$ cat config.mk
export PLATFORM = sky130hd
export DESIGN_NAME = envelope_vca
export DESIGN_NICKNAME = d
export VERILOG_FILES = /design/src/rtl/envelope_vca.sv
export SDC_FILE = /design/constraint.sdc
export NUM_CORES = 1
export LEC_CHECK = 0
export BUFFER_PORTS_ARGS = -buffer_cell sky130_fd_sc_hd__buf_2
export CORE_MARGIN = 8
export CORE_UTILIZATION = 55
export CTS_CLUSTER_SIZE = 14
export DETAILED_ROUTE_END_ITERATION = 10
export PLACE_DENSITY = 0.84
export SLEW_MARGIN = 20
export SYNTH_ARGS = -nofsm -noshare
export SYNTH_HDL_FRONTEND = slang
export SYNTH_SLANG_ARGS = --single-unit
export TNS_END_PERCENT = 50
$ cat constraint.sdc
create_clock -name clk -period 8.2 [get_ports clk]
set_clock_uncertainty 0.2 [all_clocks]
set_input_delay 1.64 -clock clk [delete_from_list [all_inputs] [get_ports clk]]
set_output_delay 1.64 -clock clk [all_outputs]
set_load 0.1 [all_outputs]
$ cat src/rtl/envelope_vca.sv
// envelope_vca: per-voice ADSR envelope generator driving a two-stage VCA multiply.
// The envelope advances only on env_tick cycles; the VCA scales every sample.
// Optional build macro ENV_EXP_RELEASE_EN selects an exponential-like release
// curve (decrement proportional to the current level) instead of a linear one.
module envelope_vca #(
  parameter int DATA_WIDTH = 16,
  parameter int ENV_WIDTH  = 16
) (
  input  logic                         clk,
  input  logic                         rst_active_high,
  input  logic                         env_tick,
  input  logic                         gate,
  input  logic [ENV_WIDTH-1:0]         attack_rate,
  input  logic [ENV_WIDTH-1:0]         decay_rate,
  input  logic [ENV_WIDTH-1:0]         sustain_level,
  input  logic [ENV_WIDTH-1:0]         release_rate,
  input  logic signed [DATA_WIDTH-1:0] sample_in,
  output logic signed [DATA_WIDTH-1:0] audio_out,
  output logic [ENV_WIDTH-1:0]         env_level,
  output logic [2:0]                   env_state,
  output logic                         active
);

  typedef enum logic [2:0] {
    ST_IDLE    = 3'd0,
    ST_ATTACK  = 3'd1,
    ST_DECAY   = 3'd2,
    ST_SUSTAIN = 3'd3,
    ST_RELEASE = 3'd4
  } env_state_e;

  localparam int PROD_WIDTH = DATA_WIDTH + ENV_WIDTH + 1;
  localparam logic [ENV_WIDTH:0] FULL_SCALE = {1'b0, {ENV_WIDTH{1'b1}}};

  env_state_e                   state_q, state_d;
  logic [ENV_WIDTH-1:0]         level_q, level_d;
  logic                         gate_prev_q, gate_prev_d;
  logic                         retrig_pend_q, retrig_pend_d;
  logic signed [PROD_WIDTH-1:0] prod_q, prod_d;
  logic signed [DATA_WIDTH-1:0] audio_q, audio_d;

  logic                         gate_rise;
  logic [ENV_WIDTH:0]           attack_sum;
  logic [ENV_WIDTH:0]           release_dec;
  logic [ENV_WIDTH-1:0]         decay_diff;
  logic signed [PROD_WIDTH-1:0] sample_ext;
  logic signed [PROD_WIDTH-1:0] level_ext;
  logic                         unused_prod_top;

  assign gate_rise       = gate & ~gate_prev_q;
  assign unused_prod_top = prod_q[PROD_WIDTH-1];

`ifdef ENV_EXP_RELEASE_EN
  logic unused_release_hi;
  assign unused_release_hi = ^release_rate[ENV_WIDTH-1:4];

  // Exponential-like release: step shrinks with the level, +1 guarantees progress to zero.
  always_comb begin
    release_dec = ({1'b0, level_q} >> release_rate[3:0]) + (ENV_WIDTH+1)'(1);
  end
`else
  // Linear release: fixed decrement per tick.
  always_comb begin
    release_dec = {1'b0, release_rate};
  end
`endif

  // Gate edge detector; a pending retrigger survives until the next envelope tick consumes it.
  always_comb begin
    gate_prev_d   = gate;
    retrig_pend_d = retrig_pend_q;
    if (env_tick) begin
      retrig_pend_d = 1'b0;
    end else if (gate_rise) begin
      retrig_pend_d = 1'b1;
    end
  end

  // Envelope next-state and level; retrigger keeps the current level so there is no click.
  always_comb begin
    state_d    = state_q;
    level_d    = level_q;
    attack_sum = {1'b0, level_q} + {1'b0, attack_rate};
    decay_diff = level_q - decay_rate;
    if (env_tick) begin
      if (retrig_pend_q || gate_rise) begin
        state_d = ST_ATTACK;
      end else begin
        case (state_q)
          ST_ATTACK: begin
            if (!gate) begin
              state_d = ST_RELEASE;
            end else if (attack_sum >= FULL_SCALE) begin
              level_d = FULL_SCALE[ENV_WIDTH-1:0];
              state_d = ST_DECAY;
            end else begin
              level_d = attack_sum[ENV_WIDTH-1:0];
            end
          end
          ST_DECAY: begin
            if (!gate) begin
              state_d = ST_RELEASE;
            end else if ((level_q < decay_rate) || (decay_diff <= sustain_level)) begin
              level_d = sustain_level;
              state_d = ST_SUSTAIN;
            end else begin
              level_d = decay_diff;
            end
          end
          ST_SUSTAIN: begin
            if (!gate) begin
              state_d = ST_RELEASE;
            end else begin
              level_d = sustain_level;
            end
          end
          ST_RELEASE: begin
            if ({1'b0, level_q} <= release_dec) begin
              level_d = '0;
              state_d = ST_IDLE;
            end else begin
              level_d = level_q - release_dec[ENV_WIDTH-1:0];
            end
          end
          default: begin
            level_d = '0;
            state_d = ST_IDLE;
          end
        endcase
      end
    end
  end

  // VCA datapath: stage 1 multiplies by the registered level, stage 2 rescales by full scale.
  always_comb begin
    sample_ext = PROD_WIDTH'(sample_in);
    level_ext  = PROD_WIDTH'({1'b0, level_q});
    prod_d     = sample_ext * level_ext;
    audio_d    = prod_q[ENV_WIDTH +: DATA_WIDTH];
  end

  // Envelope state register.
  always_ff @(posedge clk or posedge rst_active_high) begin
    if (rst_active_high) begin
      state_q <= ST_IDLE;
      level_q <= '0;
    end else begin
      state_q <= state_d;
      level_q <= level_d;
    end
  end

  // Edge-detect and VCA pipeline registers.
  always_ff @(posedge clk or posedge rst_active_high) begin
    if (rst_active_high) begin
      gate_prev_q   <= 1'b0;
      retrig_pend_q <= 1'b0;
      prod_q        <= '0;
      audio_q       <= '0;
    end else begin
      gate_prev_q   <= gate_prev_d;
      retrig_pend_q <= retrig_pend_d;
      prod_q        <= prod_d;
      audio_q       <= audio_d;
    end
  end

  // Output decode.
  always_comb begin
    env_state = state_q;
    env_level = level_q;
    audio_out = audio_q;
    active    = (state_q != ST_IDLE);
  end

endmodule

==> metrics.md <==
| Metric | Value |
|---|---|
| CP arrival | `7.53 ns` |
| Post-synth EDFFs | `0` |
| Final #Nets | `2064` |
| Largest net degree at the start of global routing | `54` |
| Area of the core | `23500 sq um` |
| WHS Path Cells | `0` |
| Seq cells post-synth | `53` |
| Pins over their slew limit | `0` |
| TritonCTS clock tree | `done` |
| Slew Limit Headroom | `0.270` |
| Resized cells post-CTS | `0` |
| Fin crit period | `7.50 ns` |
| Post-synth top area share | `0.298` |
| CTS sink cnt | `53` |
| Synth area leaders | `fa_1 30%, ha_1 17%, dfrtp_1 10%` |
| Vias per cell | `5.77` |
| Area grow syn2layout | `8.14%` |
| Pre-Repair DR Iteration Count | `6` |
| Placed Cells incl. Taps | `1918` |
| Kind of critical path | `primary input to flip-flop` |
| Detailed placer's ending HPWL | `28.4 mm` |
| Final Hold Vio Count | `0` |
| CTS clk-pin slew, worst paths | `0.07 ns` |
| Synth area leader | `fa_1` |
| Worst min path class | `flip-flop to flip-flop` |
| Flop-to-flop setup slack | `1.25 ns` |
| Die Y | `171 um` |
| Final Cycle Share | `0.915` |
| Final setup fails | `0` |
| Netlist cell types | `70` |
| Ports | `120` |
| TNS Setup | `0 ns` |
| Ant. Diodes | `0` |
| Post-synthesis sequential area ratio | `0.101` |
| Final std cells w/o fill | `1926` |
| Total GRT Usage | `0.247` |
| FMAX | `133 MHz` |
| First-pass GRT wire length | `57.5 mm` |
| WP data required | `8.22 ns` |
| Die area | `29200 sq um` |
| Number of global-route vias before repair | `11900` |
| Unrepaired setup endpoints after global routing | `false` |
| Post-DRT Antenna Nets | `0` |
| Cells after Synth | `1516` |
| MaxCap Viol Count | `0` |
| Hold-fix buffers, CTS | `0` |
| Syn Area/Cell | `8.69 sq um` |
| Worst reg2reg path depth | `20` |
| Clk_lat worst skew | `0.31 ns` |
| Worst-margin pin slew | `1.09 ns` |
| GR Overflow Total | `0` |
| Register area | `1330 sq um` |
| Worst setup SP type | `primary input` |
| Die W | `171 um` |
| Initial core utilization | `0.562` |
| Layout cell share with drive strength beyond 1 | `0.103` |
| H-tree Lvls | `2` |
| R2r endpoint | `prod_q[30]$_DFF_PP0_` |
| Routability cong. | `0.961` |
| CTS Buf Count | `5` |
| Row count | `56` |
| Area of the multi-input gates | `10500 sq um` |
| Asr flop ratio synth | `1.00` |
| Synthesized area | `13200 sq um` |
| Final wirelength | `35.2 mm` |
| CTS root buffer | `clkbuf_16` |
| Via count | `11100` |
| DR DRC count | `0` |
| Status | `finished clean` |
| Count leader, synth | `inv_1` |
| Postcts setup bufs | `0` |
| Avg WL per Cell | `18.3 um` |
| Initial antenna violation count | `0` |
| Hold_ws | `0.151 ns` |
| Hold endpoint | `audio_out[0]$_DFF_PP0_` |
| Hold Startpoint | `prod_q[16]$_DFF_PP0_` |
| Top cells by count, synth | `302 x inv_1, 196 x fa_1, 178 x ha_1` |
| Total number of yosys warnings | `0` |
| Largest fanout on the critical path | `16` |
| Nature of the critical path endpoint | `flip-flop` |
| Drt initial violations | `889` |
| FILL cells | `2024` |
| Critical R2R Launch | `env_level[8]$_DFFE_PP0P_` |
| Port bufs | `119` |
| Syn Nets | `1974` |
| Most used DFF post-synth | `dfrtp_1` |
| CTS Buffer Depth | `2` |
==> cell type report <==
class,instances,share of cell area
Clock inverter,3,0.00307
Tap cell,319,0.0280
Clock buffer,5,0.00878
Sequential cell,53,0.0930
Inverter,303,0.0798
Timing Repair Buffer,130,0.0476
Multi-Input combinational cell,1113,0.740
==> stage by stage <==
step | cell area [sq um] | utilization | setup slack (ns)
after global placement | 14100 | 0.600 | 0.458
after global routing | 14300 | 0.607 | 0.339
after floorplan | 13200 | - | 0.920
after CTS | 14200 | 0.607 | 0.661
after detailed placement | 14100 | 0.600 | 0.361
final | 14300 | 0.607 | 0.699
==> worst max-delay path, stage by stage <==
cell and delay [ns]:
buf_2 0.19, and2_1 0.22, fa_1 0.55, inv_1 0.06
fa_1 0.47, fa_1 0.51, inv_1 0.06, fa_1 0.49
fa_1 0.49, inv_1 0.05, fa_1 0.48, inv_1 0.04
ha_1 0.30, nand4_1 0.13, nor3_1 0.06, a311oi_1 0.47
a21oi_1 0.26, o211ai_1 0.30, a21oi_1 0.17, o31a_1 0.32
nor2_1 0.12, xnor2_1 0.13
==> sequential cells by signal (all words and copies together), names as in the netlist <==
| register | flops |
|---|---|
| audio_out | 16 |
| env_level | 16 |
| env_state | 3 |
| gate_prev_q | 1 |
| prod_q | 16 |
| retrig_pend_q | 1 |
==> how the worst max path moves through the flow <==
stage,startpoint,endpoint,slack [ns],cells past startpoint
final,sample_in[4],prod_q[30]$_DFF_PP0_,0.70,22
after global routing,sample_in[8],prod_q[30]$_DFF_PP0_,0.34,23
after CTS,sample_in[4],prod_q[30]$_DFF_PP0_,0.66,22
after detailed placement,sample_in[4],prod_q[30]$_DFF_PP0_,0.36,22
after global placement,sample_in[8],prod_q[30]$_DFF_PP0_,0.46,23
after floorplan,sample_in[7],prod_q[30]$_DFF_PP0_,0.92,21
==> cells by family after synthesis <==
kind of cell | Yosys count | share of synthesized area
and+or+nand+nor | 437 | 0.164
adders and majority gates | 374 | 0.467
buffers and inverters | 350 | 0.100
AOI/OAI and AO/OA | 249 | 0.133
DFF | 53 | 0.101
xor gates and xnor gates | 48 | 0.0319
muxes | 5 | 0.00399
==> per-layer routing <==
layer	vias up	GRT usage	wire, um
met5	-	0	0
met2	452	0.437	17400
met4	0	0.0983	1420
met1	5493	0.297	13900
li1	5076	-	-
met3	94	0.0396	2430
==> placed cells by master, fill, tap and decap left out, types with 4 or more instances in the layout <==
cell,n
and3_1,6
xnor2_1,30
o21a_1,11
buf_2,119
o21ai_1,10
nor3_1,23
a211oi_1,14
dfrtp_1,53
o21bai_1,7
buf_4,11
inv_1,301
a22oi_1,9
a21oi_1,56
xor2_1,18
fa_1,196
nand4_1,10
nand2_1,170
a31oi_1,8
nor2b_1,5
o21ai_0,37
and2_1,116
o211ai_1,11
a21o_1,26
nor2_1,57
o31ai_1,4
or3_1,7
a31o_2,5
nand2b_1,14
clkbuf_16,5
a221oi_1,6
a211o_1,5
or2_2,4
nand3_1,12
ha_1,178
a221o_1,8
Power is left out: the tool's default activity adds up to more than one toggle a clock period on the data nets, which glitch-free logic cannot reach.
